==> src/rtl/chan_mux_rr.sv <==
// chan_mux_rr: NCH-channel to single-output multiplexer with a one-entry
// registered output stage. Fixed-select or round-robin arbitration chooses
// the channel handed the single in_ready strobe each cycle.
module chan_mux_rr #(
    parameter  int NCH   = 8,
    parameter  int WIDTH = 8,
    localparam int SELW  = (NCH > 2) ? $clog2(NCH) : 1
) (
    input  logic                 clk,
    input  logic                 rst,
    input  logic [NCH*WIDTH-1:0] in_data,
    input  logic [NCH-1:0]       in_valid,
    output logic [NCH-1:0]       in_ready,
    input  logic                 mode,
    input  logic [SELW-1:0]      sel,
    output logic [WIDTH-1:0]     out_data,
    output logic [SELW-1:0]      out_chan,
    output logic                 out_valid,
    input  logic                 out_ready
);

    // Channel count and last index at the widths used for index arithmetic.
    // The extra bit keeps NCH itself representable when NCH is a power of two.
    localparam logic [SELW:0]   NCH_L  = (SELW+1)'(NCH);
    localparam logic [SELW-1:0] LAST_L = SELW'(NCH - 1);

    // Increment a channel index, wrapping from the last channel back to 0.
    function automatic logic [SELW-1:0] wrap_inc(input logic [SELW-1:0] idx);
        if (idx == LAST_L) begin
            wrap_inc = '0;
        end else begin
            wrap_inc = idx + 1'b1;
        end
    endfunction

    // Output register and round-robin pointer state.
    logic             out_valid_q, out_valid_d;
    logic [WIDTH-1:0] out_data_q,  out_data_d;
    logic [SELW-1:0]  out_chan_q,  out_chan_d;
    logic [SELW-1:0]  rr_ptr_q,    rr_ptr_d;

    // Arbitration results.
    logic             load_en;
    logic [SELW:0]    rr_idx;
    logic             rr_found;
    logic [SELW-1:0]  rr_grant;
    logic             grant_vld;
    logic [SELW-1:0]  grant;
    logic [WIDTH-1:0] grant_data;
    logic             xfer;

    // The output register can accept a word when empty or being drained now.
    assign load_en = !out_valid_q || out_ready;

    // Round-robin search: first valid channel at or above rr_ptr, wrapping.
    always_comb begin
        rr_found = 1'b0;
        rr_grant = '0;
        rr_idx   = '0;
        for (int k = 0; k < NCH; k++) begin
            rr_idx = {1'b0, rr_ptr_q} + (SELW+1)'(k);
            if (rr_idx >= NCH_L) begin
                rr_idx = rr_idx - NCH_L;
            end
            if (!rr_found && in_valid[rr_idx[SELW-1:0]]) begin
                rr_found = 1'b1;
                rr_grant = rr_idx[SELW-1:0];
            end
        end
    end

    // Pick the granted channel for the active mode. An out-of-range sel in
    // fixed mode grants nobody; grant is parked at 0 so the data mux below
    // never indexes past the input bus.
    always_comb begin
        grant_vld = 1'b0;
        grant     = '0;
        if (mode) begin
            grant_vld = rr_found;
            grant     = rr_grant;
        end else if ({1'b0, sel} < NCH_L) begin
            grant_vld = 1'b1;
            grant     = sel;
        end
    end

    // Single ready strobe to the granted channel. In fixed mode it is offered
    // regardless of that channel's valid; reset masks it so nothing is taken.
    always_comb begin
        in_ready = '0;
        if (!rst && grant_vld && load_en) begin
            in_ready[grant] = 1'b1;
        end
    end

    assign xfer       = |(in_valid & in_ready);
    assign grant_data = in_data[int'(grant) * WIDTH +: WIDTH];

    // Next-state: load on transfer, otherwise drop the word once consumed.
    // The pointer moves only on round-robin transfers.
    always_comb begin
        out_valid_d = out_valid_q;
        out_data_d  = out_data_q;
        out_chan_d  = out_chan_q;
        rr_ptr_d    = rr_ptr_q;
        if (xfer) begin
            out_valid_d = 1'b1;
            out_data_d  = grant_data;
            out_chan_d  = grant;
            if (mode) begin
                rr_ptr_d = wrap_inc(grant);
            end
        end else if (out_ready) begin
            out_valid_d = 1'b0;
        end
    end

    // State registers; reset clears the held word and restarts arbitration.
    always_ff @(posedge clk) begin
        if (rst) begin
            out_valid_q <= 1'b0;
            out_data_q  <= '0;
            out_chan_q  <= '0;
            rr_ptr_q    <= '0;
        end else begin
            out_valid_q <= out_valid_d;
            out_data_q  <= out_data_d;
            out_chan_q  <= out_chan_d;
            rr_ptr_q    <= rr_ptr_d;
        end
    end

    assign out_valid = out_valid_q;
    assign out_data  = out_data_q;
    assign out_chan  = out_chan_q;

endmodule
==> config.mk <==
export PLATFORM = sky130hd
export DESIGN_NAME = chan_mux_rr
export DESIGN_NICKNAME = d
export VERILOG_FILES = /design/src/rtl/chan_mux_rr.sv
export SDC_FILE = /design/constraint.sdc
export NUM_CORES = 1
export LEC_CHECK = 0
export CAP_MARGIN = 20
export CORE_UTILIZATION = 41
export CTS_BUF_LIST = sky130_fd_sc_hd__clkbuf_8
export DETAILED_ROUTE_END_ITERATION = 8
export PLACE_DENSITY = 0.79
export SLEW_MARGIN = 10
export SYNTH_ARGS = -nofsm -noshare
export SYNTH_HDL_FRONTEND = slang
export SYNTH_SLANG_ARGS = --single-unit
==> constraint.sdc <==
create_clock -name clk -period 4.6 [get_ports clk]
set_clock_uncertainty 0.05 [all_clocks]
set_input_delay 0.92 -clock clk [delete_from_list [all_inputs] [get_ports clk]]
set_output_delay 0.92 -clock clk [all_outputs]
set_load 0.005 [all_outputs]
* Yosys cells after proc, flatten, opt, wreduce, memory -nomap -nowiden *
Index checks and enable logic that the tools add are counted.
W data, S select, Z words.

operators by class
  equality and inequality tests = 1
  $add $sub $neg = 16
  shifts and indexed selects = 1
  bitwise operators = 1
  reductions and logical operators = 23
  $lt $le $gt $ge = 18
  mux-type cells = 48

operators with widths
  kind                   number
  $shiftx A64 B7 Y8      1
  $mux W3                18
  $lt A3 B4 Y1 const B   9
  $ge A4 B4 Y1 const B   7
  $bmux W1 S3            8
  $sub A3 B1 Y3 const B  8
  $mux W1                20
  $add A3 B3 Y4 const B  4
  $logic_and A1 B1 Y1    10
  $logic_not A1 Y1       9
  $add A3 B2 Y4 const B  2
  $and A8 B8 Y8          1
  $mux W8                1
  $reduce_or A8 Y1       1
  $add A3 B1 Y4 const B  1
  $ge A3 B4 Y1 const B   1
  $add A3 B1 Y3 const B  1
  $demux W1 S3           1
  $eq A3 B3 Y1 const B   1
  $ge A3 B1 Y1 const B   1
  $reduce_and A2 Y1      1
  $reduce_bool A2 Y1     1
  $logic_or A1 B1 Y1     1

storage, ports and cells
  output and inout port bits = 20
  logic and storage cells = 112
  bits of input ports = 79
  register bits = 15

* Depth between registers and ports, before layout *
Gate-level depths: netlist of run 1.

  depth after elaboration = 35
  depth in mapped cells = 18

* Worst setup path after synthesis of run 1 *
OpenSTA, ideal clock, no wires.

  path kind = flip-flop to output port
  start = reg rr_ptr_q[1]
  end = out in_ready[3]
  arrival time = 3823 ps
  path buffers = 4
  required time = 3630 ps
  cell stages (with the launch flop) = 16
  path slack = -193 ps
  cell sequence = dfxtp_1 -> buf_6 -> clkbuf_1 -> inv_1 -> ha_1 -> buf_6 -> mux4_2 -> a21oi_2 -> a22oi_1 -> or4_4 -> a311o_4 -> o211a_4 -> nor2_4 -> buf_6 -> nand2_1 -> nor2_1

on the way
  word-level cells in the longest chain between the ends = 32
  elaborated cells between the ends (all ways) = 87
  classes of those cells = 15 x add/sub; 10 x order compare; 45 x mux; 17 x reduce/logical

RTL lines
  element                                                                 line  RTL
  from (decl)                                                             40    logic [SELW-1:0] rr_ptr_q, rr_ptr_d;
  from (signal assigned)                                                  129   rr_ptr_q <= rr_ptr_d;
  parallel branches: the longest is 31 deep, another holds $add A3 B1 Y4  -
  $mux W8 *                                                               91    if (!rst && grant_vld && load_en) begin
  to (decl)                                                               13    output logic [NCH-1:0] in_ready,

Mark *: on every way between the ends. The select of a mux whose other input is x is not followed.

* Worst setup path in the final report of run 1 *
  start = in in_valid[4]
  end = out in_ready[2]

on the way
  word-level cells in the longest chain between the ends = 30
  elaborated cells between the ends (all ways) = 56
  classes of those cells = 2 x order compare; 37 x mux; 17 x reduce/logical

RTL lines
  element                                                                    line  RTL
  from (decl)                                                                12    input logic [NCH-1:0] in_valid,
  $bmux W1 S3                                                                65    if (!rr_found && in_valid[rr_idx[SELW-1:0]]) begin
  $mux W1 (not written as such)                                              65
  $mux W1                                                                    65
  $logic_not A1 Y1                                                           65
  $logic_and A1 B1 Y1                                                        65
  $mux W1                                                                    65
  $logic_not A1 Y1                                                           65
  $logic_and A1 B1 Y1                                                        65
  (+14 left out)                                                             -
  $logic_and A1 B1 Y1                                                        65
  $mux W3                                                                    65
  $mux W3                                                                    78    if (mode) begin
  $lt A3 B4 Y1 (not written as such) / $ge A3 B1 Y1 (equally long branches)  92    in_ready[grant] = 1'b1;
  $logic_and A1 B1 Y1 (not written as such)                                  92
  $mux W1 (not written as such)                                              92
  $demux W1 S3                                                               92
  $mux W8 *                                                                  91

Every way passes the cells marked *; elsewhere a longest branch is shown, timed or not. The select of a mux whose other input is x is not followed.

==> impl_metrics.prom, run 1 <==
# TYPE chip_impl_metric gauge
chip_impl_info{name="run_status",value="finished clean"} 1
chip_impl_metric{name="synth_top_area_frac",unit=""} 0.189
chip_impl_metric{name="post_route_cells_drive_above_1_share",unit=""} 0.333
chip_impl_metric{name="routed_wire_length_per_instance",unit="um"} 17.3
chip_impl_info{name="critical_path_class",value="input pin to primary output"} 1
chip_impl_metric{name="power_per_cell_area",unit="mW/mm^2"} 678
chip_impl_info{name="clockRootBuffer",value="sky130_fd_sc_hd__clkbuf_8"} 1
chip_impl_metric{name="post_synth.cell_area_avg",unit="sq um"} 9.02
chip_impl_metric{name="grt_start_max_net_pins",unit=""} 23
chip_impl_metric{name="finalHoldWorstSlack",unit="ps"} 448
chip_impl_metric{name="totalPowerFinal",unit="W"} 0.00277
chip_impl_metric{name="worstSetupPathDepth",unit=""} 13
chip_impl_metric{name="remaining_antenna_violation_count_after_routing",unit=""} 0
chip_impl_metric{name="timing_worst_slew_pin_value",unit="ps"} 568
chip_impl_info{name="most_frequent_cell_on_the_critical_path",value="sky130_fd_sc_hd__buf_4"} 1
chip_impl_metric{name="power.share.sequential",unit=""} 0.081
chip_impl_metric{name="drtPass1Iterations",unit=""} 5
chip_impl_metric{name="crit_path_max_fanout",unit=""} 5
chip_impl_metric{name="global_route.usage.total",unit=""} 0.279
chip_impl_metric{name="floorplan.rows",unit=""} 28
chip_impl_metric{name="synthesis.nets",unit=""} 358
chip_impl_metric{name="pin_count",unit=""} 99
chip_impl_metric{name="synth-async-reset-ratio",unit=""} 0
chip_impl_metric{name="maxClockFrequency",unit="GHz"} 0.220
chip_impl_metric{name="timing.final.max_slew_violations",unit=""} 0
chip_impl_metric{name="ys_seq_elements",unit=""} 15
chip_impl_metric{name="insertedDiodeCount",unit=""} 0
chip_impl_info{name="path_cells",value="buf_4, buf_4, mux4_2, mux2i_4, inv_2, or4_4, o211ai_1, buf_4, buf_4, a21bo_4, or2_4, nor2_1, dlygate4sd2_1"} 1
chip_impl_metric{name="synth_area",unit="sq mm"} 0.00250
chip_impl_metric{name="slew_headroom",unit=""} 0.620
chip_impl_metric{name="hold_depth",unit=""} 2
chip_impl_metric{name="areaGrowthSynthToFinish",unit="%"} 63.8
chip_impl_metric{name="path_buf_inv",unit=""} 6
chip_impl_metric{name="netSwitchingPower",unit="W"} 0.00126
chip_impl_metric{name="fp.dieW",unit="um"} 80.1
chip_impl_info{name="yosys_most_used_dff",value="sky130_fd_sc_hd__dfxtp_1"} 1
chip_impl_metric{name="floorplan.initialDensity",unit=""} 0.425
chip_impl_metric{name="cpPeakStageDelay",unit="ps"} 550
chip_impl_metric{name="vdd.ir_drop.worst",unit="uV"} 438
chip_impl_metric{name="globalplace.congestion",unit=""} 0.963
chip_impl_info{name="cpLargestDelayFamily",value="buffers and inverters"} 1
chip_impl_metric{name="finalHoldViolations",unit=""} 0
chip_impl_info{name="clock_tree_from_tritoncts",value="yes"} 1
chip_impl_metric{name="global_route_wire_length_before_repair",unit="um"} 14000
chip_impl_metric{name="cts.sink_count",unit=""} 15
chip_impl_metric{name="number_of_antenna_violations_at_the_first_check_in_global_routing",unit=""} 0
chip_impl_metric{name="cp.arrival",unit="ps"} 3570
chip_impl_metric{name="clkLatencyLatePin",unit="ps"} 250
chip_impl_info{name="cp-end-kind",value="primary output"} 1
chip_impl_metric{name="drt-initial-drc-count",unit=""} 162
chip_impl_metric{name="cts_max_path_buffers",unit=""} 2
chip_impl_info{name="worst_path_cell_with_the_longest_stage_delay",value="sky130_fd_sc_hd__or4_4"} 1
chip_impl_metric{name="worst-r2r-cell-count",unit=""} 14
chip_impl_metric{name="synth_seq_area_share",unit=""} 0.120
chip_impl_metric{name="maxCapViolCount",unit=""} 0
chip_impl_info{name="synthDominantAreaCellType",value="sky130_fd_sc_hd__mux4_2"} 1
chip_impl_metric{name="setup_violations",unit=""} 0
chip_impl_metric{name="layout_worst_path_cycle_share",unit=""} 0.987
chip_impl_metric{name="synth-edff-count",unit=""} 0
chip_impl_metric{name="first_global_vias",unit=""} 3103
chip_impl_metric{name="drt-total-wl",unit="um"} 8840
chip_impl_metric{name="die_height",unit="um"} 80.1
chip_impl_info{name="crit_path_start_kind",value="input pin"} 1
chip_impl_metric{name="clkPwrFrac",unit=""} 0.040
chip_impl_metric{name="placed_cell_area",unit="sq mm"} 0.00397
chip_impl_info{name="min_path_type",value="flip-flop to flip-flop"} 1
chip_impl_metric{name="worst_ep_required_time",unit="ps"} 3630
chip_impl_metric{name="yosysUniqueCellTypes",unit=""} 62
chip_impl_metric{name="clkSlewWorstSetupHoldPaths",unit="ps"} 70
chip_impl_metric{name="layout.cell_area.non_filler",unit="sq mm"} 0.00409
chip_impl_metric{name="std_cell_core_area",unit="sq mm"} 0.00589
chip_impl_metric{name="numCtsBuffers",unit=""} 3
chip_impl_metric{name="cts-htree-levels",unit=""} 1
chip_impl_metric{name="internal_power_consumption",unit="W"} 0.00151
chip_impl_metric{name="via_per_inst",unit=""} 5.94
chip_impl_metric{name="yosys_warnings",unit=""} 0
chip_impl_metric{name="dp_hpwl",unit="um"} 7020
chip_impl_metric{name="detail_route.drc_violations",unit=""} 0
chip_impl_metric{name="design.die.area",unit="sq mm"} 0.00641
chip_impl_metric{name="p_sw_frac",unit=""} 0.455
chip_impl_metric{name="synthesis.instances",unit=""} 277
chip_impl_metric{name="timing.final.crit_period",unit="ps"} 4540
chip_impl_metric{name="proportion_of_power_drawn_by_combinational_gates",unit=""} 0.879
chip_impl_metric{name="vias",unit=""} 3029
chip_impl_metric{name="buffer_ports.inserted",unit=""} 98
chip_impl_metric{name="layout_nets",unit=""} 517
chip_impl_info{name="synthTopCellsByArea",value="sky130_fd_sc_hd__mux4_2 (19%), sky130_fd_sc_hd__dfxtp_1 (12%), sky130_fd_sc_hd__mux2i_1 (7.6%), sky130_fd_sc_hd__nand2_1 (5.9%), sky130_fd_sc_hd__nor2_1 (3.5%)"} 1
chip_impl_metric{name="cts_hold_buf",unit=""} 0
chip_impl_metric{name="power.leakage",unit="nW"} 1.68
chip_impl_metric{name="global_route.overflow_total",unit=""} 0
-- through the flow --
| stage | utilization | std cells | setup slack [ps] | setup TNS (ps) |
|---|---|---|---|---|
| 2_1_floorplan | - | 277 | 42.7 | 0 |
| 3_3_place_gp | 0.675 | 500 | -524 | -4500 |
| 3_5_place_dp | 0.675 | 500 | -671 | -6390 |
| 4_1_cts | 0.690 | 508 | 3.61 | 0 |
| 5_1_grt | 0.696 | 510 | -14.7 | -18.1 |
| 6_report | 0.696 | 510 | 60.3 | 0 |
-- registers in the layout, indices dropped and copies added, names as in the netlist --
signal / cells
out_data: 8
out_chan: 3
rr_ptr_q: 3
out_valid: 1
-- final timing paths --
path	from	slack (ps)	end
min	out_data[6]	450	out_data[6]
min reg2reg	out_data[6]	450	out_data[6]
max reg2reg	rr_ptr_q[0]	540	out_data[0]
max	in_valid[4]	60	in_ready[2]
-- tightest hold or removal path: stages (launching register included) --
cell and delay, ps:
sky130_fd_sc_hd__dfxtp_1 310, sky130_fd_sc_hd__nand3_1 60, sky130_fd_sc_hd__a31oi_1 70
-- synth_stat cells (2+ instances only) --
cell type,n
sky130_fd_sc_hd__a211oi_1,4
sky130_fd_sc_hd__a21boi_0,2
sky130_fd_sc_hd__a21oi_1,9
sky130_fd_sc_hd__a221o_1,8
sky130_fd_sc_hd__a221oi_1,3
sky130_fd_sc_hd__a22oi_1,2
sky130_fd_sc_hd__a311oi_1,6
sky130_fd_sc_hd__a31oi_1,4
sky130_fd_sc_hd__buf_2,10
sky130_fd_sc_hd__buf_6,5
sky130_fd_sc_hd__clkbuf_1,6
sky130_fd_sc_hd__dfxtp_1,15
sky130_fd_sc_hd__ha_1,2
sky130_fd_sc_hd__inv_1,5
sky130_fd_sc_hd__mux2_1,2
sky130_fd_sc_hd__mux2_2,3
sky130_fd_sc_hd__mux2i_1,19
sky130_fd_sc_hd__mux4_1,3
sky130_fd_sc_hd__mux4_2,21
sky130_fd_sc_hd__nand2_1,39
sky130_fd_sc_hd__nand2b_1,2
sky130_fd_sc_hd__nand3_1,7
sky130_fd_sc_hd__nor2_1,23
sky130_fd_sc_hd__nor2b_1,7
sky130_fd_sc_hd__nor3_1,12
sky130_fd_sc_hd__o2111ai_1,4
sky130_fd_sc_hd__o211a_1,2
sky130_fd_sc_hd__o211ai_1,3
sky130_fd_sc_hd__o21ai_0,7
sky130_fd_sc_hd__o2bb2ai_2,2
sky130_fd_sc_hd__o311a_1,2
sky130_fd_sc_hd__or2_2,3
sky130_fd_sc_hd__or3_1,2
sky130_fd_sc_hd__xnor2_1,3
sky130_fd_sc_hd__xor2_1,3
-- cells by family after synthesis --
group           Yosys count  share of synthesized area
fa+ha+maj                 2                     0.0100
xor+xnor                  6                     0.0210
flops                    15                      0.120
buf+inv                  28                     0.0666
simple gates            102                      0.191
compound gates           74                      0.256
mux                      50                      0.334
-- power groups by stage --
stage                     Clock, W  Sequential (W)  Combinational [W]
after global placement           0        0.000225            0.00224
after CTS                 0.000110        0.000224            0.00237
after detailed placement         0        0.000227            0.00230
final                     0.000110        0.000225            0.00244
after floorplan                  0        0.000232            0.00147
after global routing      0.000116        0.000231            0.00260
-- metal layers --
metal	vias up	share of wire	track usage
li1	1403	-	-
met1	1448	0.39	0.321
met2	150	0.52	0.517
met3	28	0.062	0.0455
met4	0	0.025	0.0982
met5	-	0	0
-- layout by cell type (no fill, tap or decap), types with 4 or more instances in the layout --
cell type	Yosys	final
sky130_fd_sc_hd__nor2b_1	7	7
sky130_fd_sc_hd__dlygate4sd2_1	0	5
sky130_fd_sc_hd__a21oi_1	9	7
sky130_fd_sc_hd__nor3_1	12	11
sky130_fd_sc_hd__a31oi_1	4	4
sky130_fd_sc_hd__inv_1	5	6
sky130_fd_sc_hd__a221o_1	8	8
sky130_fd_sc_hd__dfxtp_1	15	14
sky130_fd_sc_hd__a311oi_1	6	6
sky130_fd_sc_hd__nor2_1	23	21
sky130_fd_sc_hd__a211oi_1	4	4
sky130_fd_sc_hd__clkdlybuf4s50_1	0	82
sky130_fd_sc_hd__o21ai_0	7	4
sky130_fd_sc_hd__mux4_2	21	22
sky130_fd_sc_hd__mux2i_1	19	19
sky130_fd_sc_hd__buf_6	5	4
sky130_fd_sc_hd__nand3_1	7	7
sky130_fd_sc_hd__buf_4	0	78
sky130_fd_sc_hd__o2111ai_1	4	4
sky130_fd_sc_hd__o21ai_1	1	4
sky130_fd_sc_hd__nand2_1	39	38
-- area by class of cell --
type / instances / area [sq um]
repair buffers: 176 / 1550
well taps: 75 / 93.8
multi-input cells: 234 / 2090
flip-flops and latches: 15 / 302
clock buffers: 3 / 41.3
fillers: 446 / 1790
inverters: 6 / 22.5
clock inverters: 1 / 3.75
-- timing repair --
item | in CTS | in global routing
gates resized for setup | 52 | 18
setup buffers | 4 | 3
pin swaps | 8 | 4
cloned | 0 | 0
setup endpoints to repair | 8 | 8
Power figures use the tool's default switching activity.
==> run 2: changes to the inputs <==
SLEW_MARGIN = 20   (was 10)
==> results of run 2 <==
Final layout, timing and power as in run 1 (identical DEF).
==> run 3: changes to the inputs <==
CORE_MARGIN = 2   (was default)
==> impl_metrics.prom, run 3 (same netlist as run 1, synthesis figures left out) <==
# TYPE chip_impl_metric gauge
chip_impl_metric{name="number_of_antenna_violations_at_the_first_check_in_global_routing",unit=""} 0
chip_impl_metric{name="floorplan.rows",unit=""} 28
chip_impl_metric{name="layout.core_utilization",unit=""} 0.681
chip_impl_metric{name="finalHoldWorstSlack",unit="ps"} 421
chip_impl_metric{name="setup_tns",unit="ps"} 0
chip_impl_metric{name="layout.area.seq",unit="sq um"} 303
chip_impl_metric{name="cts-htree-levels",unit=""} 1
chip_impl_metric{name="fp.dieW",unit="um"} 82.1
chip_impl_metric{name="power.leakage",unit="nW"} 1.65
chip_impl_info{name="critical_path_class",value="input pin to primary output"} 1
chip_impl_info{name="min_path_type",value="flip-flop to flip-flop"} 1
chip_impl_metric{name="multi_input_comb_area",unit="sq mm"} 0.00208
chip_impl_metric{name="remaining_antenna_violation_count_after_routing",unit=""} 0
chip_impl_metric{name="crit_path_max_fanout",unit=""} 9
chip_impl_metric{name="slew_headroom",unit=""} 0.611
chip_impl_metric{name="std_cell_core_area",unit="sq mm"} 0.00592
chip_impl_metric{name="clkLatencyLatePin",unit="ps"} 250
chip_impl_metric{name="numCtsBuffers",unit=""} 3
chip_impl_metric{name="dp_hpwl",unit="um"} 7000
chip_impl_metric{name="power_per_cell_area",unit="mW/mm^2"} 684
chip_impl_metric{name="proportion_of_power_drawn_by_combinational_gates",unit=""} 0.874
chip_impl_metric{name="max_reg_flops",unit=""} 8
chip_impl_info{name="crit_path_start_kind",value="input pin"} 1
chip_impl_metric{name="internal_power_consumption",unit="W"} 0.00152
chip_impl_metric{name="layout_worst_path_cycle_share",unit=""} 0.986
chip_impl_info{name="cp-end-kind",value="primary output"} 1
chip_impl_metric{name="insertedDiodeCount",unit=""} 0
chip_impl_metric{name="placed_cell_area",unit="sq mm"} 0.00394
chip_impl_metric{name="vdd.ir_drop.worst",unit="uV"} 521
chip_impl_info{name="worst_path_cell_with_the_longest_stage_delay",value="sky130_fd_sc_hd__or4_4"} 1
chip_impl_metric{name="design.die.area",unit="sq mm"} 0.00673
chip_impl_metric{name="cpPeakStageDelay",unit="ps"} 520
chip_impl_metric{name="drt-initial-drc-count",unit=""} 190
chip_impl_metric{name="global_route_wire_length_before_repair",unit="um"} 13100
chip_impl_metric{name="maxClockFrequency",unit="GHz"} 0.221
chip_impl_metric{name="first_global_vias",unit=""} 2870
chip_impl_metric{name="path_buf_inv",unit=""} 3
chip_impl_metric{name="timing_worst_slew_pin_value",unit="ps"} 582
chip_impl_metric{name="via_per_inst",unit=""} 5.86
chip_impl_metric{name="netSwitchingPower",unit="W"} 0.00124
chip_impl_metric{name="finalHoldViolations",unit=""} 0
chip_impl_info{name="clockRootBuffer",value="sky130_fd_sc_hd__clkbuf_8"} 1
chip_impl_metric{name="cts_max_path_buffers",unit=""} 2
chip_impl_metric{name="number_of_fillers_in_the_final_layout",unit=""} 476
chip_impl_metric{name="globalplace.congestion",unit=""} 0.953
chip_impl_metric{name="clkPwrFrac",unit=""} 0.040
chip_impl_metric{name="drtPass1Iterations",unit=""} 4
chip_impl_metric{name="die_height",unit="um"} 82.1
chip_impl_metric{name="cts_hold_buf",unit=""} 0
chip_impl_metric{name="detail_route.drc_violations",unit=""} 0
chip_impl_info{name="cpLargestDelayFamily",value="simple AND/OR/NAND/NOR gates"} 1
chip_impl_metric{name="buffer_ports.inserted",unit=""} 98
chip_impl_metric{name="pin_count",unit=""} 99
chip_impl_metric{name="routed_wire_length_per_instance",unit="um"} 17.2
chip_impl_metric{name="timing.final.crit_period",unit="ps"} 4530
chip_impl_info{name="run_status",value="finished clean"} 1
chip_impl_metric{name="maxCapViolCount",unit=""} 0
chip_impl_metric{name="areaGrowthSynthToFinish",unit="%"} 61.4
chip_impl_metric{name="setup_violations",unit=""} 0
chip_impl_metric{name="timing.final.max_slew_violations",unit=""} 0
chip_impl_metric{name="clkSlewWorstSetupHoldPaths",unit="ps"} 70
chip_impl_metric{name="layout_nets",unit=""} 511
chip_impl_metric{name="post_route_cells_drive_above_1_share",unit=""} 0.331
chip_impl_info{name="clock_tree_from_tritoncts",value="yes"} 1
chip_impl_metric{name="power.share.sequential",unit=""} 0.086
chip_impl_metric{name="global_route.usage.total",unit=""} 0.249
chip_impl_metric{name="grt_start_max_net_pins",unit=""} 23
chip_impl_info{name="layout.cells.most_common",value="sky130_fd_sc_hd__clkdlybuf4s50_1"} 1
chip_impl_metric{name="cp.arrival",unit="ps"} 3560
chip_impl_metric{name="cts.sink_count",unit=""} 15
chip_impl_metric{name="vias",unit=""} 2951
chip_impl_metric{name="layout.cell_area.non_filler",unit="sq mm"} 0.00403
chip_impl_info{name="layout.cells.most_common_list",value="sky130_fd_sc_hd__clkdlybuf4s50_1 (82), sky130_fd_sc_hd__buf_4 (72), sky130_fd_sc_hd__nand2_1 (37), sky130_fd_sc_hd__nor2_1 (23), sky130_fd_sc_hd__mux4_2 (21)"} 1
chip_impl_metric{name="drt-total-wl",unit="um"} 8650
chip_impl_metric{name="worst_ep_required_time",unit="ps"} 3630
chip_impl_metric{name="p_sw_frac",unit=""} 0.448
chip_impl_info{name="path_cells",value="buf_2, mux4_2, nor2b_1, a22oi_2, buf_4, or4_4, a311o_4, o211a_4, nor2_4, nand2_2, nor2_1, dlygate4sd2_1"} 1
chip_impl_metric{name="floorplan.initialDensity",unit=""} 0.422
chip_impl_metric{name="global_route.overflow_total",unit=""} 0
run 3: cell count changes in the layout (fill, tap and decap cells not counted), moves of 2 or more:
| cell | delta |
|---|---|
| sky130_fd_sc_hd__buf_4 | -6 |
| sky130_fd_sc_hd__buf_2 | +4 |
| sky130_fd_sc_hd__clkdlybuf4s15_1 | -3 |
| sky130_fd_sc_hd__o21ai_0 | +3 |
| sky130_fd_sc_hd__o21ai_1 | -3 |
| sky130_fd_sc_hd__buf_6 | -2 |
| sky130_fd_sc_hd__nor2_1 | +2 |
| sky130_fd_sc_hd__nor2_2 | -2 |
run 3: metal layers:
layer  GRT usage  routed length [um]
met4      0.0317                  48
met1       0.308                3380
met3      0.0516                 669
met5           0                   0
met2       0.455                4550
run 3: final timing paths:
kind | start | endpoint | slack, ps | cells after the start
worst max-delay path | in_valid[7] | in_ready[3] | 70 | 12
worst min-delay path | out_chan[1] | out_chan[1] | 420 | 2
worst max register to register | rr_ptr_q[1] | out_data[0] | 470 | 16
worst min register to register | out_chan[1] | out_chan[1] | 420 | 2
run 3: area by class of cell:
class / instances / share of cell area
Sequential cell: 15 / 0.0751
Clock inverter: 1 / 0.00124
Inverter: 6 / 0.00558
Timing Repair Buffer: 170 / 0.368
Multi-Input combinational cell: 234 / 0.516
Clock buffer: 3 / 0.0102
Tap cell: 75 / 0.0233
run 3: metrics by stage:
stage | std cells | setup WS, ps | power [W]
2_1_floorplan | 277 | 42.7 | 0.00170
3_3_place_gp | 496 | -607 | 0.00248
3_5_place_dp | 496 | -686 | 0.00252
4_1_cts | 503 | 0.727 | 0.00269
5_1_grt | 504 | -0.844 | 0.00293
6_report | 504 | 66.6 | 0.00276
run 3: worst reg2reg max path, cell delays in order, from the launching register on:
cell	delay, ps
sky130_fd_sc_hd__dfxtp_2	320
sky130_fd_sc_hd__inv_1	70
sky130_fd_sc_hd__ha_4	320
sky130_fd_sc_hd__mux4_2	530
sky130_fd_sc_hd__a21oi_2	190
sky130_fd_sc_hd__a22oi_2	100
sky130_fd_sc_hd__buf_4	140
sky130_fd_sc_hd__or4_4	520
sky130_fd_sc_hd__buf_6	140
sky130_fd_sc_hd__buf_4	130
sky130_fd_sc_hd__o22a_2	230
sky130_fd_sc_hd__nand2b_4	100
sky130_fd_sc_hd__buf_4	150
sky130_fd_sc_hd__buf_4	250
sky130_fd_sc_hd__mux4_1	590
sky130_fd_sc_hd__nand2_1	90
sky130_fd_sc_hd__a311oi_1	90
run 3: power groups by stage:
| stage | registers [W] | clock network (W) | logic (W) |
|---|---|---|---|
| after floorplan | 0.000232 | 0 | 0.00147 |
| after global placement | 0.000235 | 0 | 0.00225 |
| after detailed placement | 0.000238 | 0 | 0.00228 |
| after CTS | 0.000236 | 0.000112 | 0.00235 |
| after global routing | 0.000246 | 0.000117 | 0.00257 |
| final | 0.000237 | 0.000111 | 0.00241 |
run 3: what timing repair did:
action	in CTS	in global routing
setup buffers	3	1
endpoints found under the setup margin	8	8
resized for setup	59	9
pin swaps	6	8
